--- config.mk ---
export PLATFORM = sky130hd
export DESIGN_NAME = rps_move_gen
export DESIGN_NICKNAME = d
export VERILOG_FILES = /design/src/rtl/rps_move_gen.sv
export SDC_FILE = /design/constraint.sdc
export NUM_CORES = 1
export LEC_CHECK = 0
export ABC_CLOCK_PERIOD_IN_PS = 3100
export BUFFER_PORTS_ARGS = -buffer_cell sky130_fd_sc_hd__buf_2
export CAP_MARGIN = 20
export CORE_UTILIZATION = 45
export CTS_CLUSTER_SIZE = 8
export DETAILED_ROUTE_END_ITERATION = 10
export PLACE_DENSITY = 0.66
export RECOVER_POWER = 25
export SYNTH_ARGS = -nofsm -noshare
export SYNTH_HDL_FRONTEND = slang
export SYNTH_SLANG_ARGS = --single-unit
--- constraint.sdc ---
create_clock -name CLK -period 3.1 [get_ports CLK]
set_input_delay 0.93 -clock CLK [delete_from_list [all_inputs] [get_ports CLK]]
set_output_delay 0.93 -clock CLK [all_outputs]
set_load 0.02 [all_outputs]
--- src/rtl/rps_move_gen.sv ---
// Rock-paper-scissors round controller: debounces the player's one-hot buttons,
// draws the computer move from a free-running LFSR, and presents both moves for a reveal window.
module rps_move_gen #(
  parameter int          DEBOUNCE_CYCLES = 500000,
  parameter int          HOLD_CYCLES     = 50000000,
  parameter logic [15:0] LFSR_SEED       = 16'hACE1
) (
  input  logic       CLK,
  input  logic       RST_N,
  input  logic [2:0] user_raw,
  output logic [2:0] user,
  output logic [2:0] compu,
  output logic       round_valid,
  output logic       busy,
  output logic [7:0] round_cnt
);

  localparam int          DB_W      = $clog2(DEBOUNCE_CYCLES + 1);
  localparam int          HOLD_W    = $clog2(HOLD_CYCLES + 1);
  localparam logic [DB_W-1:0]   DB_MAX   = DB_W'(DEBOUNCE_CYCLES - 1);
  localparam logic [HOLD_W-1:0] HOLD_MAX = HOLD_W'(HOLD_CYCLES - 1);
  localparam logic [15:0] LFSR_MASK = 16'hB400;
  localparam logic [15:0] SEED      = (LFSR_SEED == 16'h0000) ? 16'h0001 : LFSR_SEED;

  typedef enum logic [1:0] {
    ST_IDLE,
    ST_REVEAL,
    ST_RELEASE
  } state_t;

  logic [2:0]        s1, s2, s2_prev;
  logic [DB_W-1:0]   db_cnt;
  logic              stable;
  logic              s2_one_hot;
  logic [15:0]       lfsr, lfsr_next;
  logic [1:0]        move_sel;
  logic [2:0]        move_pick;

  state_t            state_q, state_d;
  logic [HOLD_W-1:0] hold_cnt, hold_cnt_d;
  logic [2:0]        user_d, compu_d;
  logic              valid_d, busy_d;
  logic [7:0]        round_cnt_d;

  // NOTE: sequential state is written with non-blocking assignments so every
  // flop samples the pre-edge value of its neighbours, regardless of block order.
  always_ff @(posedge CLK) begin
    if (!RST_N) begin
      s1      <= '0;
      s2      <= '0;
      s2_prev <= '0;
      db_cnt  <= '0;
    end else begin
      s1      <= user_raw;
      s2      <= s1;
      s2_prev <= s2;
      if (s2 != s2_prev)
        db_cnt <= '0;
      else if (db_cnt != DB_MAX)
        db_cnt <= db_cnt + 1'b1;
    end
  end

  // A saturated count left over from the previous level must not vouch for a new one.
  assign stable     = (db_cnt == DB_MAX) && (s2 == s2_prev);
  assign s2_one_hot = (s2 == 3'b001) || (s2 == 3'b010) || (s2 == 3'b100);

  assign lfsr_next = {1'b0, lfsr[15:1]} ^ (lfsr[0] ? LFSR_MASK : 16'h0000);

  always_ff @(posedge CLK) begin
    if (!RST_N) lfsr <= SEED;
    else        lfsr <= lfsr_next;
  end

  // Fold the 2-bit draw onto three moves; a double miss falls back to move 0.
  always_comb begin
    move_sel = lfsr[1:0];
    if (move_sel == 2'd3) move_sel = lfsr[3:2];
    if (move_sel == 2'd3) move_sel = 2'd0;
    case (move_sel)
      2'd1:    move_pick = 3'b010;
      2'd2:    move_pick = 3'b100;
      default: move_pick = 3'b001;
    endcase
  end

  // NOTE: every signal assigned in this block gets a default first, so no path
  // can leave one unassigned and infer a latch.
  always_comb begin
    state_d     = state_q;
    hold_cnt_d  = hold_cnt;
    user_d      = user;
    compu_d     = compu;
    valid_d     = round_valid;
    busy_d      = busy;
    round_cnt_d = round_cnt;
    case (state_q)
      ST_IDLE: begin
        if (stable && s2_one_hot) begin
          state_d     = ST_REVEAL;
          hold_cnt_d  = '0;
          user_d      = s2;
          compu_d     = move_pick;
          valid_d     = 1'b1;
          busy_d      = 1'b1;
          round_cnt_d = round_cnt + 8'd1;
        end
      end
      ST_REVEAL: begin
        hold_cnt_d = hold_cnt + 1'b1;
        if (hold_cnt == HOLD_MAX) begin
          state_d = ST_RELEASE;
          user_d  = 3'b000;
          compu_d = 3'b000;
          valid_d = 1'b0;
        end
      end
      ST_RELEASE: begin
        if (stable && (s2 == 3'b000)) begin
          state_d = ST_IDLE;
          busy_d  = 1'b0;
        end
      end
      default: state_d = ST_IDLE;
    endcase
  end

  always_ff @(posedge CLK) begin
    if (!RST_N) begin
      state_q     <= ST_IDLE;
      hold_cnt    <= '0;
      user        <= 3'b000;
      compu       <= 3'b000;
      round_valid <= 1'b0;
      busy        <= 1'b0;
      round_cnt   <= 8'd0;
    end else begin
      state_q     <= state_d;
      hold_cnt    <= hold_cnt_d;
      user        <= user_d;
      compu       <= compu_d;
      round_valid <= valid_d;
      busy        <= busy_d;
      round_cnt   <= round_cnt_d;
    end
  end

endmodule

# [After elaboration in Yosys (flattened, before gate mapping)]
# Index checks and enable logic that the tools add are counted.
[totals] ff_bits=88 input_bits=5 out_inout_bits=16 wordCells=69
[op_classes] n_addsub=3 n_eq_ne=17 n_mux=20 n_bitwise=2 reduce_logical=15
[ops] cell="26-bit case mux with 2 select lines" count=1
[ops] cell="26-bit by 1-bit adder with 26-bit output (second input constant)" count=1
[ops] cell="26-bit equality test (second input constant)" count=1
[ops] cell="26-bit two-way mux" count=1
[ops] cell="19-bit by 1-bit adder with 19-bit output (second input constant)" count=1
[ops] cell="19-bit equality test (second input constant)" count=1
[ops] cell="19-bit inequality test (second input constant)" count=1
[ops] cell="3-bit case mux with 2 select lines" count=3
[ops] cell="16-bit two-way mux" count=1
[ops] cell="15-bit by 16-bit XOR with 16-bit output" count=1
[ops] cell="2-bit two-way mux" count=5
[ops] cell="3-bit two-way mux" count=3
[ops] cell="3-bit AND reduction" count=3
[ops] cell="8-bit by 1-bit adder with 8-bit output (second input constant)" count=1
[ops] cell="2-bit equality test (second input constant)" count=4
[ops] cell="2-bit inequality test (second input constant)" count=3
[ops] cell="2-bit case mux with 3 select lines" count=1
[ops] cell="2-bit by 1-bit equality test with 1-bit output (second input constant)" count=2
[ops] cell="1-bit case mux with 2 select lines" count=2
[ops] cell="2-bit AND reduction" count=2
[ops] cell="2-bit nonzero test" count=2
[ops] cell="3-bit by 1-bit equality test with 1-bit output (second input constant)" count=1
[ops] cell="3-bit by 2-bit equality test with 1-bit output (second input constant)" count=1
[ops] cell="3-bit equality test" count=1
[ops] cell="9 further kinds" count=14

# [Longest topological paths before layout]
# Gate-level depths: netlist (run 1).
[depth] depth_word=8 mapped_depth=8 mapped_depth_nobuf=6

# [Least setup slack after synthesis (run 1)]
# No wires, ideal clock.
[synth_path] path_type="in2reg" start="input port RST_N" end="register hold_cnt[17]" setup_time_ns=0.132 arrival_time_ns=1.783 t_required_ns=2.968 setup_slack_ns=1.184 cell_stages=5 path_buffers=3 path_cell_list="clkbuf_1 > inv_1 > clkbuf_1 > clkbuf_1 > a21oi_1"
[synth_rtl] item="start, declared" line="9" text="input logic RST_N,"
[synth_rtl] item="end signal, assigned" line="139" text="hold_cnt <= hold_cnt_d;"
[synth_rtl] item="end, declared" line="40" text="logic [HOLD_W-1:0] hold_cnt, hold_cnt_d;"
# No word-level cell between the ends.

# [Worst setup path after layout (run 1)]
[layout_path] start="register db_cnt[0]" end="register compu[2]"
[layout_between] elab_chain_cells=5
[layout_rtl] item="start, declared" line="32" text="logic [DB_W-1:0] db_cnt;"
[layout_rtl] item="start signal, assigned" line="60" text="db_cnt <= db_cnt + 1'b1;"
[layout_rtl] item="19-bit equality test" line="65" text="assign stable = (db_cnt == DB_MAX) && (s2 == s2_prev);"
[layout_rtl] item="1-bit logical AND" line="65"
[layout_rtl] item="1-bit logical AND" line="99" text="if (stable && s2_one_hot) begin"
[layout_rtl] item="2-bit inequality test (no line)"
[layout_rtl] item="3-bit AND reduction (no line)"
[layout_rtl] item="end signal, assigned" line="141" text="compu <= compu_d;"
[layout_rtl] item="end, declared" line="12" text="output logic [2:0] compu,"
# Every way passes these cells.
# A chain may end at the register's enable or synchronous reset.

==> impl_metrics.yaml, run 1 <==
power:
  power.sequential.fraction: 0.582
  leakage_uw: 0.001552
  p_per_area_mw_per_mm2: 484.2
  power.combinational.fraction: 0.033
  switching_portion_of_total_power: 0.2526
  power_report.internal_total_uw: 1493
  power.switching_uw: 504.7
  clock_power_share: 0.386
  vdd_drop_max_v: 0.0003401
worst_setup_path:
  timing.critical_path.from_type: "flip-flop"
  r2r_slack_ns: 0.73
  crit_path_max_fanout: 12
  critical-path-max-stage-delay_ns: 0.50
  worstPathCellList: "ha_1 -> nand4_4 -> nor4b_1 -> nand4_1 -> nand2_1 -> o22ai_1"
  worstPathRequired_ns: 3.32
  critical_path.endpoint_type: "flip-flop"
  worst_path_max_delay_cell: "sky130_fd_sc_hd__nand4_1"
  criticalPathCategory: "reg -> reg"
  timing.critical_path.arrival_ns: 2.59
global_route:
  use_met3: 0.06016
  via_count_of_the_first_global_routing_pass: 2749
  grt.met2_usage: 0.2874
  globalRouteOverflowTotal: 0
  pin_count_of_the_biggest_net_entering_global_routing: 45
  wire_length_of_the_first_global_routing_pass_um: 12270
  antenna_found_initial: 0
  grt_util_met1: 0.2248
  busiest_layer: "met2"
  all_layer_gr_usage: 0.1779
floorplan:
  placeableCoreArea_mm2: 0.007888
  fp.dieArea_mm2: 0.008697
  initial_core_util: 0.4751
  rows: 32
  fp.dieW_um: 93.26
  io_pins: 21
  die_height_um: 93.26
finish:
  layout-drive-gt1-share: 0.1191
  layout.cells.non_filler: 547
  multiInputGateArea_mm2: 0.001863
  num-nets-final: 450
  post-route-cell-area_mm2: 0.004126
  area.sequential_mm2: 0.001762
  final_core_util: 0.5232
  diodes: 0
  n_fill_cell: 780
  syn2layout_area_growth_pct: 10.12
placement:
  port_buffers: 20
  place_area_mm2: 0.003935
  globalplace.congestion: 0.7781
  dp.cells: 531
  dpl.hpwl_um: 4813
cts:
  cts_hold_repair.buffers: 0
  tritoncts: "done"
  clock_sink_count: 88
  cts-resized-gates: 0
  worst_setup_hold_path_clk_slew_ns: 0.10
  postCtsSetupRepairBufs: 0
  cts-buffers-inserted: 9
  clkLatencyLatePin_ns: 0.36
  ctsRootBufferMaster: "sky130_fd_sc_hd__clkbuf_8"
  maximum_clock_insertion_buffer_count: 2
  htreeDepth: 3
flow_run:
  max_cap_violations: 0
sta:
  slew-limit-headroom: 0.5458
  timing.final.crit_period_ns: 2.367
  layout_worst_path_cycle_share: 0.7635
  timing.fmax_mhz: 422.5
  final_hold_viol_count: 0
  timing_worst_slew_pin_value_ns: 0.6789
  timing.clock.skew_ns: 0.008086
  timing_max_transition_violations_final: 0
  holdWs_ns: 0.4199
  grt_setup_unrepaired: "no"
  finalSetupViolCount: 0
  timing.setup.tns_ns: 0
yosys:
  yosys.cell_types.count: 45
  mapped_area_mm2: 0.003747
  sequential_area_share_after_synthesis: 0.4701
  synthesis.nets: 430
  synthTopCellsByArea: "sky130_fd_sc_hd__dfxtp_1, sky130_fd_sc_hd__nand2_1, sky130_fd_sc_hd__nor2_1"
  synth_enable_flop_cells: 0
  synth_top_area_share: 0.4701
  yosys_warnings: 0
  avgSynthCellArea_um2: 8.922
  yosys_most_used_dff: "sky130_fd_sc_hd__dfxtp_1"
  post_synth_inst_count: 420
  async_flop_share: 0
  netlist.top_cell.by_area: "sky130_fd_sc_hd__dfxtp_1"
  ys_seq_elements: 88
drt:
  drt_drc_violations_left: 0
  viasPerCell: 5.316
  drt_pass1_iterations: 4
  first_iter_violations: 131
  detailroute.via_count: 2908
  detail_route.wl_per_cell_um: 12.80
  drt_wl_total_um: 6999
  route.antenna.remaining_nets: 0
min_path:
  timing.hold.worst.class: "reg -> reg"
status:
  run_status: "finished, final reports clean"
-- state kept, by name (all words and copies together) (netlist names) --
signal / cells
s1: 3
s2_prev: 3
round_cnt: 8
compu: 3
state_q: 2
s2: 3
lfsr: 16
hold_cnt: 26
round_valid: 1
db_cnt: 19
busy: 1
user: 3
-- path summary, 6_finish.rpt --
check | endpoint | cells past startpoint | from
setup / recovery | compu[2]$_SDFFE_PN0P_ | 6 | db_cnt[0]$_SDFFE_PP0P_
hold / removal | lfsr[5]$_SDFF_PN1_ | 1 | lfsr[6]$_SDFF_PN1_
setup reg to reg | compu[2]$_SDFFE_PN0P_ | 6 | db_cnt[0]$_SDFFE_PP0P_
hold reg to reg | lfsr[5]$_SDFF_PN1_ | 1 | lfsr[6]$_SDFF_PN1_
-- power groups by stage --
stage	logic [uW]	registers, uW	clock network, uW
final	65.5	1160	770
after global routing	75.6	1170	843
after CTS	67.6	1160	802
after detailed placement	67.1	1190	0
after global placement	66.2	1190	0
after floorplan	52.1	1190	0
-- layout make-up --
type,instances,share of cell area
multi-input cells,302,0.4515
flip-flops and latches,88,0.4269
well taps,102,0.03093
clock buffers,9,0.03002
repair buffers,23,0.02911
clock inverters,7,0.01698
inverters,16,0.01455
-- Yosys cell counts, drive strengths merged (2+ instances only) --
master	instances
nand3	24
xor2	17
a31oi	2
and4	5
clkbuf	11
o31ai	5
and3	5
o2111ai	3
or3	11
nor3	5
nand2b	8
or4b	2
nor4b	3
nand3b	2
a21oi	20
o211ai	4
mux2i	2
ha	5
nand2	48
nor4	6
and2	12
o21ai	13
o21a	2
nand4	21
dfxtp	88
xnor2	14
buf	3
inv	16
or2	7
o22ai	6
nor2	43
o211a	2
-- per-layer routing --
layer / vias to the layer above / part of all wire
met2: 21 / 0.46
met4: 0 / 0.011
met3: 6 / 0.030
li1: 1516 / -
met5: - / 0
met1: 1365 / 0.50
-- cells in the final DEF, fill, tap and decap left out, types with 3 or more instances in the layout --
cell type / synthesis / layout
sky130_fd_sc_hd__ha_1: 5 / 5
sky130_fd_sc_hd__o2111ai_1: 3 / 3
sky130_fd_sc_hd__and4_1: 5 / 5
sky130_fd_sc_hd__o211ai_1: 4 / 4
sky130_fd_sc_hd__buf_4: 0 / 3
sky130_fd_sc_hd__and2_1: 12 / 9
sky130_fd_sc_hd__clkbuf_8: 0 / 9
sky130_fd_sc_hd__xor2_1: 17 / 17
sky130_fd_sc_hd__o21ai_0: 13 / 13
sky130_fd_sc_hd__or3_1: 11 / 11
sky130_fd_sc_hd__nor2_1: 42 / 42
sky130_fd_sc_hd__inv_8: 0 / 4
sky130_fd_sc_hd__nor4_1: 4 / 4
sky130_fd_sc_hd__nand2b_1: 8 / 8
sky130_fd_sc_hd__xnor2_1: 14 / 14
sky130_fd_sc_hd__nand3_1: 24 / 24
sky130_fd_sc_hd__or2_2: 7 / 7
sky130_fd_sc_hd__nand2_1: 48 / 48
sky130_fd_sc_hd__o31ai_1: 5 / 5
sky130_fd_sc_hd__nor3_1: 4 / 4
sky130_fd_sc_hd__inv_1: 16 / 16
sky130_fd_sc_hd__o22ai_1: 6 / 6
sky130_fd_sc_hd__and3_1: 5 / 5
sky130_fd_sc_hd__dfxtp_1: 88 / 88
sky130_fd_sc_hd__nand4_1: 19 / 19
sky130_fd_sc_hd__buf_2: 2 / 18
sky130_fd_sc_hd__and2_0: 0 / 3
sky130_fd_sc_hd__a21oi_1: 20 / 20
-- worst max-delay path, delay by kind of cell, from the launching register on --
| family | cells | cell delay, ns |
|---|---|---|
| adders and majority gates | 1 | 0.27 |
| DFF | 1 | 0.40 |
| and+or+nand+nor | 4 | 1.43 |
| AOI/OAI and AO/OA | 1 | 0.14 |
-- kinds of logic after synthesis --
family | Yosys count | share of synthesized area
AO/OA/AOI/OAI | 58 | 0.09416
XOR/XNOR | 31 | 0.07245
adder cells (fa/ha/maj) | 5 | 0.01669
buffers and inverters | 30 | 0.03272
flip-flops | 88 | 0.4701
multiplexers | 2 | 0.005342
AND/OR/NAND/NOR | 206 | 0.3085
-- stage by stage --
step | total power, uW | worst slack (ns)
2_1_floorplan | 1238 | 1.184
3_3_place_gp | 1254 | 0.7874
3_5_place_dp | 1256 | 0.7226
4_1_cts | 2032 | 0.7079
5_1_grt | 2084 | 0.5004
6_report | 1998 | 0.7333
No activity file was read; power rests on OpenSTA's default activity.
==> run 2, diff against run 1 <==
--- a/config.mk
+++ b/config.mk
@@ -5,7 +5,7 @@
 export SDC_FILE = /design/constraint.sdc
 export NUM_CORES = 1
 export LEC_CHECK = 0
-export ABC_CLOCK_PERIOD_IN_PS = 3100
+export ABC_CLOCK_PERIOD_IN_PS = 2380
 export BUFFER_PORTS_ARGS = -buffer_cell sky130_fd_sc_hd__buf_2
 export CAP_MARGIN = 20
 export CORE_UTILIZATION = 45
==> constraint.sdc (replaced) <==
create_clock -name CLK -period 2.38 [get_ports CLK]
set_input_delay 0.714 -clock CLK [delete_from_list [all_inputs] [get_ports CLK]]
set_output_delay 0.714 -clock CLK [all_outputs]
set_load 0.02 [all_outputs]
==> impl_metrics.yaml, run 2 (synthesized netlist as in run 1, its figures left out) <==
status:
  run_status: "finished, final reports clean"
sta:
  timing.setup.tns_ns: 0
  setup_ws_ns: 0.2737
  grt_setup_unrepaired: "no"
  final_hold_viol_count: 0
  timing.clock.skew_ns: 0.01030
  layout_worst_path_cycle_share: 0.8850
  timing_worst_slew_pin_value_ns: 0.7878
  slew-limit-headroom: 0.4748
  finalSetupViolCount: 0
  timing_max_transition_violations_final: 0
  timing.fmax_mhz: 474.8
  timing.final.crit_period_ns: 2.106
worst_setup_path:
  crit_path_max_fanout: 31
  reg2reg_path_depth: 7
  worst-path-buf-inv: 1
  cp_depth: 7
  r2r_slack_ns: 0.27
  timing.critical_path.from_type: "flip-flop"
  worstReg2RegStart: "db_cnt[0]$_SDFFE_PP0P_"
  critical-path-max-stage-delay_ns: 0.40
  critical_path.startpoint: "db_cnt[0]$_SDFFE_PP0P_"
  criticalPathCategory: "reg -> reg"
  critical_path.endpoint_type: "flip-flop"
  worst_path_max_delay_cell: "sky130_fd_sc_hd__dfxtp_1"
  worstPathRequired_ns: 2.68
  timing.critical_path.arrival_ns: 2.40
  timing.critical_path.max_delay_family: "simple AND/OR/NAND/NOR gates"
  rr_endpoint: "round_cnt[4]$_SDFFE_PN0P_"
  worstPathCellList: "ha_1 -> nand4_4 -> nor4b_4 -> nand4_2 -> buf_4 -> or3_1 -> a21oi_1"
drt:
  drt_pass1_iterations: 5
  drt_wl_total_um: 7038
  viasPerCell: 5.269
  route.antenna.remaining_nets: 0
  drt_drc_violations_left: 0
  first_iter_violations: 88
  detail_route.wl_per_cell_um: 12.77
  detailroute.via_count: 2903
finish:
  post-route-cell-area_mm2: 0.004151
  diodes: 0
  layout-drive-gt1-share: 0.1314
  num-nets-final: 454
  max_reg_flops: 26
  syn2layout_area_growth_pct: 10.78
  most_frequent_cells_in_the_layout: "sky130_fd_sc_hd__dfxtp_1, sky130_fd_sc_hd__nand2_1, sky130_fd_sc_hd__nor2_1"
  registers.top_by_ff_count: "hold_cnt"
  final_core_util: 0.5263
  top_regs: "hold_cnt x26, db_cnt x19, lfsr x16"
  most_common_cell_after_layout_fill_and_taps_aside: "sky130_fd_sc_hd__dfxtp_1"
floorplan:
  placeableCoreArea_mm2: 0.007888
  io_pins: 21
  fp.dieW_um: 93.26
  die_height_um: 93.26
  rows: 32
  fp.dieArea_mm2: 0.008697
  initial_core_util: 0.4751
global_route:
  antenna_found_initial: 0
  wire_length_of_the_first_global_routing_pass_um: 12340
  pin_count_of_the_biggest_net_entering_global_routing: 45
  all_layer_gr_usage: 0.1792
  globalRouteOverflowTotal: 0
  via_count_of_the_first_global_routing_pass: 2671
cts:
  maximum_clock_insertion_buffer_count: 2
  cts_hold_repair.buffers: 0
  clkLatencyLatePin_ns: 0.36
  postCtsSetupRepairBufs: 0
  tritoncts: "done"
  cts-resized-gates: 0
  worst_setup_hold_path_clk_slew_ns: 0.09
  clock_sink_count: 88
  htreeDepth: 3
  ctsRootBufferMaster: "sky130_fd_sc_hd__clkbuf_8"
  cts-buffers-inserted: 9
placement:
  port_buffers: 20
  globalplace.congestion: 0.7900
  place_area_mm2: 0.003965
  dpl.hpwl_um: 4827
  pre_cts_slack_ns: 0.2988
min_path:
  worst_min_delay_path_startpoint: "lfsr[8]$_SDFF_PN0_"
  timing.hold.worst.class: "reg -> reg"
  min_to: "lfsr[7]$_SDFF_PN1_"
  hold_depth: 1
power:
  finalPower_uw: 2608
  p_per_area_mw_per_mm2: 628.2
  vdd_drop_max_v: 0.0004650
  leakage_uw: 0.001574
flow_run:
  max_cap_violations: 0
==> run 2: changes by cell type in the layout (fill, tap and decap cells not counted), moves of 2 or more <==
cell,before,now
sky130_fd_sc_hd__buf_2,18,20
sky130_fd_sc_hd__buf_4,3,5
sky130_fd_sc_hd__clkbuf_1,2,0
sky130_fd_sc_hd__clkbuf_2,0,2
==> run 2: metrics by stage <==
step,cells,hold slack [ns]
after global routing,551,0.4322
after detailed placement,535,0.3984
after global placement,535,0.3906
after floorplan,420,0.3863
after CTS,551,0.4107
final,551,0.4208
==> run 2: how the worst max path moves through the flow <==
| stage | end | slack [ns] |
|---|---|---|
| after CTS | round_cnt[4]$_SDFFE_PN0P_ | 0.28 |
| after detailed placement | round_cnt[4]$_SDFFE_PN0P_ | 0.30 |
| final | round_cnt[4]$_SDFFE_PN0P_ | 0.27 |
| after global routing | round_cnt[4]$_SDFFE_PN0P_ | 0.14 |
| after global placement | round_cnt[3]$_SDFFE_PN0P_ | 0.36 |
| after floorplan | db_cnt[4]$_SDFFE_PP0P_ | 0.51 |
==> run 2: cell type report <==
type,count,area (um^2)
fill,754,3736
inverter,16,60.06
clock buffer,9,123.9
clock inverter,7,67.56
multi-input combinational,302,1863
tap,102,127.6
sequential,88,1762
timing repair buffer,27,147.6
==> run 2: worst register-to-register path: stages (launching register included) <==
cell                      delay [ns]
sky130_fd_sc_hd__dfxtp_1        0.40
sky130_fd_sc_hd__ha_1           0.28
sky130_fd_sc_hd__nand4_4        0.17
sky130_fd_sc_hd__nor4b_4        0.29
sky130_fd_sc_hd__nand4_2        0.12
sky130_fd_sc_hd__buf_4          0.25
sky130_fd_sc_hd__or3_1          0.39
sky130_fd_sc_hd__a21oi_1        0.15
==> run 2: report_power, final <==
group / total (uW) / leakage [uW] / internal, uW / switching [uW]
Clock: 1000 / 0.0000962 / 410 / 594
Combinational: 89.2 / 0.000763 / 34.1 / 55.1
Sequential: 1510 / 0.000715 / 1500 / 15.0
Total: 2610 / 0.00157 / 1940 / 664
==> run 2: per-layer routing <==
metal  part of all wire  global-route usage  up-vias  wire length (um)
met2               0.44              0.2782       41              3106
li1                   -                   -     1517                 -
met4              0.014             0.07179        0                98
met5                  0                   0        -                 0
met3              0.033             0.04797       11               234
met1               0.51              0.2362     1334              3598
